==> config.mk <==
export PLATFORM = sky130hd
export DESIGN_NAME = pll_lock_sequencer
export DESIGN_NICKNAME = d
export VERILOG_FILES = /design/src/rtl/pll_lock_sequencer.sv
export SDC_FILE = /design/constraint.sdc
export NUM_CORES = 1
export LEC_CHECK = 0
export CORE_AREA = 2 2 62 64
export CTS_CLUSTER_SIZE = 30
export DETAILED_ROUTE_END_ITERATION = 16
export DIE_AREA = 0 0 64 66
export PLACE_DENSITY = 0.74
export SLEW_MARGIN = 5
export SYNTH_ARGS = -nofsm -noshare
export SYNTH_HDL_FRONTEND = slang
export SYNTH_SLANG_ARGS = --single-unit
==> constraint.sdc <==
create_clock -name clk -period 2.3 [get_ports clk]
set_input_delay 0.46 -clock clk [delete_from_list [all_inputs] [get_ports clk]]
set_output_delay 0.46 -clock clk [all_outputs]
set_load 0.03 [all_outputs]
==> src/rtl/pll_lock_sequencer.sv <==
// Reset sequencer for a PLL: drives the PLL reset, qualifies lock, holds the
// system reset until lock is stable, re-arms on lock loss/timeout, latches a fault.
module pll_lock_sequencer #(
  parameter int RESET_HOLD    = 16,
  parameter int LOCK_TIMEOUT  = 16000,
  parameter int STABLE_CYCLES = 256,
  parameter int GLITCH_FILTER = 4,
  parameter int MAX_RETRIES   = 3
) (
  input  logic       clk,
  input  logic       reset,
  input  logic       locked,
  input  logic       retry,
  output logic       pll_resetn,
  output logic       sys_reset,
  output logic       running,
  output logic       fault,
  output logic [3:0] retry_count,
  output logic [7:0] lock_loss_count,
  output logic [2:0] state_dbg
);

  localparam int MAX_AB = (RESET_HOLD > LOCK_TIMEOUT) ? RESET_HOLD : LOCK_TIMEOUT;
  localparam int MAX_CD = (STABLE_CYCLES > GLITCH_FILTER) ? STABLE_CYCLES : GLITCH_FILTER;
  localparam int MAX_P  = (MAX_AB > MAX_CD) ? MAX_AB : MAX_CD;
  localparam int CNT_W  = $clog2(MAX_P) + 1;

  localparam logic [CNT_W-1:0] HOLD_LAST    = CNT_W'(RESET_HOLD - 1);
  localparam logic [CNT_W-1:0] TIMEOUT_LAST = CNT_W'(LOCK_TIMEOUT - 1);
  localparam logic [CNT_W-1:0] STABLE_LAST  = CNT_W'(STABLE_CYCLES - 1);
  localparam logic [CNT_W-1:0] GLITCH_LAST  = CNT_W'(GLITCH_FILTER - 1);
  localparam logic [3:0]       RETRY_LIMIT  = 4'(MAX_RETRIES);

  typedef enum logic [2:0] {
    ST_HOLD      = 3'd0,
    ST_WAIT_LOCK = 3'd1,
    ST_STABLE    = 3'd2,
    ST_RUN       = 3'd3,
    ST_FAULT     = 3'd4
  } state_t;

  state_t           state, state_nxt;
  logic [CNT_W-1:0] cnt, cnt_nxt;
  logic [3:0]       retry_count_nxt;
  logic [7:0]       lock_loss_nxt;
  logic             locked_m, locked_s;

  assign state_dbg = state;

  // Two-flop synchroniser; locked is asynchronous to clk.
  always_ff @(posedge clk or posedge reset) begin
    if (reset) begin
      locked_m <= 1'b0;
      locked_s <= 1'b0;
    end else begin
      locked_m <= locked;
      locked_s <= locked_m;
    end
  end

  always_comb begin
    state_nxt       = state;
    cnt_nxt         = cnt + CNT_W'(1);
    retry_count_nxt = retry_count;
    lock_loss_nxt   = lock_loss_count;
    case (state)
      ST_HOLD: begin
        if (cnt == HOLD_LAST) begin
          state_nxt = ST_WAIT_LOCK;
          cnt_nxt   = '0;
        end
      end
      ST_WAIT_LOCK: begin
        // Lock wins over a timeout landing on the same cycle.
        if (locked_s) begin
          state_nxt = ST_STABLE;
          cnt_nxt   = '0;
        end else if (cnt == TIMEOUT_LAST) begin
          cnt_nxt = '0;
          if (retry_count == RETRY_LIMIT) begin
            state_nxt = ST_FAULT;
          end else begin
            state_nxt       = ST_HOLD;
            retry_count_nxt = retry_count + 4'd1;
          end
        end
      end
      ST_STABLE: begin
        if (!locked_s) begin
          state_nxt = ST_WAIT_LOCK;
          cnt_nxt   = '0;
        end else if (cnt == STABLE_LAST) begin
          state_nxt       = ST_RUN;
          cnt_nxt         = '0;
          retry_count_nxt = 4'd0;
        end
      end
      ST_RUN: begin
        // Counter tracks the current run of unlocked samples only.
        if (locked_s) begin
          cnt_nxt = '0;
        end else if (cnt == GLITCH_LAST) begin
          state_nxt     = ST_HOLD;
          cnt_nxt       = '0;
          lock_loss_nxt = (lock_loss_count != 8'hFF) ? lock_loss_count + 8'd1
                                                     : lock_loss_count;
        end
      end
      ST_FAULT: begin
        cnt_nxt = '0;
        if (retry) begin
          state_nxt       = ST_HOLD;
          retry_count_nxt = 4'd0;
        end
      end
      default: begin
        state_nxt = ST_HOLD;
        cnt_nxt   = '0;
      end
    endcase
  end

  // Outputs decode the next state so they move on the transition edge.
  always_ff @(posedge clk or posedge reset) begin
    if (reset) begin
      state           <= ST_HOLD;
      cnt             <= '0;
      retry_count     <= 4'd0;
      lock_loss_count <= 8'd0;
      pll_resetn      <= 1'b0;
      sys_reset       <= 1'b1;
      running         <= 1'b0;
      fault           <= 1'b0;
    end else begin
      state           <= state_nxt;
      cnt             <= cnt_nxt;
      retry_count     <= retry_count_nxt;
      lock_loss_count <= lock_loss_nxt;
      pll_resetn      <= !((state_nxt == ST_HOLD) || (state_nxt == ST_FAULT));
      sys_reset       <= (state_nxt != ST_RUN);
      running         <= (state_nxt == ST_RUN);
      fault           <= (state_nxt == ST_FAULT);
    end
  end

endmodule
==> reports/qor.txt <==
initial drt markers - 84
clock sinks - 36
Seq pwr share - 0.423
Final Util - 0.616
synthesized area per cell - 10.6 um2
unrepaired setup endpoints after global routing - false
MaxCap Viol Count - 0
Die ar. - 4220 um2
largest net degree at the start of global routing - 37
cts hold-fix bufs - 0
gpl congestion - 0.901
Critical Path Fanout Max - 22
FILL cells - 301
Syn Nets - 181
Peak VDD IR - 432 uV
Yosys top cell area share - 0.478
post-synthesis sequential area ratio - 0.492
Final Hold Viols - 0
biggest area consumer among synthesized cells - dfrtp_1
1st-pass router iterations - 4
Worst setup EP type - output pin
WL final - 3650 um
Yosys cell types - 45
Slew Viols, Final - 0
core region area - 3550 um2
number of enable flip-flop cells after synthesis - 0
initial antenna violation count - 0
TritonCTS clock tree - built
number of I/O pins - 23
Power Density - 927 nW/um2
count leader, synth - dfrtp_1
setup bufs post-CTS - 0
flop and latch count out of synthesis - 36
Sw Pwr - 0.740 mW
n_diodes - 0
Setup CP Type - reg2out
Rows - 22
Clock Power Share - 0.216
routed len/inst - 14.7 um
number of buffers created by CTS - 5
status - complete, no violations
switch share - 0.366
cts repair resizes - 0
Synth warnings - 0
Pleak - 0.990 nW
synth cell count leaders - dfrtp_1, nor3_1, xor2_1
Initial Utilization - 0.516
final setup vio count - 0
post-route clock period utilization - 0.929
asr flop ratio synth - 1.00
PortBufs - 22
Congestion Overflow GR - 0
Final Skew - 0.0105 ns
drt via density - 5.84
Overall Global Routing Usage - 0.198
final antenna-violating net count - 0
die width - 64 um
vias in the first global route - 1,441
clock-pin slew on the worst setup and hold paths - 0.11 ns
crit path DAT - 1.68 ns
r2r setup slk - 0.18 ns
Crit path required time - 1.84 ns
H-tree levels - 2
worst-skew pair later-pin latency - 0.34 ns
Root Buffer - clkbuf_4
Remaining DRCs - 0
CTS max path bufs - 2
Top FF cell, synth - dfrtp_1
synth top area cells - dfrtp_1, xor2_1, nor3_1, xnor2_1, ha_1
routed vias - 1,454
Period minus WS final - 2.14 ns
post-synthesis instance total - 173
die height - 66 um
final net count - 208
Slew HR - 0.700
Fmax achieved - 468 MHz
first-pass GRT wire length - 6420 um
combinational share of power - 0.361
final setup TNS - 0 ns
Final HPWL DP - 2560 um
share of cells above drive strength 1 - 0.104
Internal Power - 1.28 mW
HP Class - reg2reg
startpoint types - register
Cell Area, Synth - 1830 um2
worst slew pin tran - 0.450 ns
P&R area growth vs syn - 19.3%
[path summary, 6_finish.rpt]
path	start	to	cells past startpoint
max	state_dbg[2]	state_dbg[2]	2
min	locked_m	locked_s	0
max reg2reg	cnt[0]	retry_count[1]	6
min reg2reg	locked_m	locked_s	0
max in group asynchronous	reset	sys_reset	3
min in group asynchronous	reset	retry_count[3]	3
[layer usage]
layer	vias up	routed length, um	global-route usage
met4	0	62	0.0897
met1	731	1670	0.240
li1	691	-	-
met3	8	107	0.0477
met2	24	1810	0.335
met5	-	0	0
[cell families after synthesis]
family                     synth area share
muxes                                0.0225
AOI/OAI and AO/OA                    0.0669
xor gates and xnor gates             0.0956
DFF                                   0.492
buffers and inverters                0.0198
and+or+nand+nor                       0.275
adders and majority gates            0.0273
[area by class of cell]
class                      count  area (um2)  share of cell area
tap                           48        60.1              0.0275
clock inverter                 2        35.0              0.0160
inverter                       3        11.3             0.00515
multi-input combinational    129         893               0.409
sequential                    36         902               0.413
timing repair buffer          25         243               0.111
clock buffer                   6        41.3              0.0189
[registers in the layout, indices dropped and copies added, names as in the netlist]
signal,count
state_dbg,3
sys_reset,1
pll_resetn,1
cnt,15
running,1
locked_m,1
fault,1
locked_s,1
lock_loss_count,8
retry_count,4
[placed cells by master (no fill, tap or decap), drive strengths merged, types with 2 or more instances in the layout]
master and instances:
nand3 8, or3 3, nand2 9, nand2b 4, dfrtp 35, nor3 18, inv 3, o21ai 3
ha 4, nor4 3, a21oi 4, nand4 10, clkbuf 6, mux2 3, and3 6, xor2 12
buf 3, xnor2 8, nor3b 3, and2 2, and4 6, clkdlybuf4s50 22, nor2 8
[critical path, cell delays in order (launching register included)]
cell and delay [ns]:
dfrtp_1 0.37, buf_4 0.25, clkdlybuf4s50_1 0.71
[power groups by stage]
stage / combinational (mW) / clock (mW) / sequential (mW)
floorplan: 0.424 / 0 / 0.941
global placement: 0.714 / 0 / 0.858
detailed placement: 0.736 / 0 / 0.867
CTS: 0.739 / 0.455 / 0.854
global route: 0.813 / 0.487 / 0.872
finish: 0.731 / 0.438 / 0.856
[per-stage QoR]
| step | instance area, um2 | hold WS (ns) | power (mW) | worst slack (ns) | cells |
|---|---|---|---|---|---|
| after floorplan | 1830 | 0.331 | 1.37 | 0.363 | 173 |
| after global placement | 2110 | 0.335 | 1.57 | 0.270 | 241 |
| after detailed placement | 2110 | 0.337 | 1.60 | 0.190 | 241 |
| after CTS | 2190 | 0.364 | 2.05 | 0.137 | 249 |
| after global routing | 2190 | 0.371 | 2.17 | 0.0349 | 249 |
| final | 2190 | 0.360 | 2.03 | 0.164 | 249 |
Power figures use the tool's default switching activity.
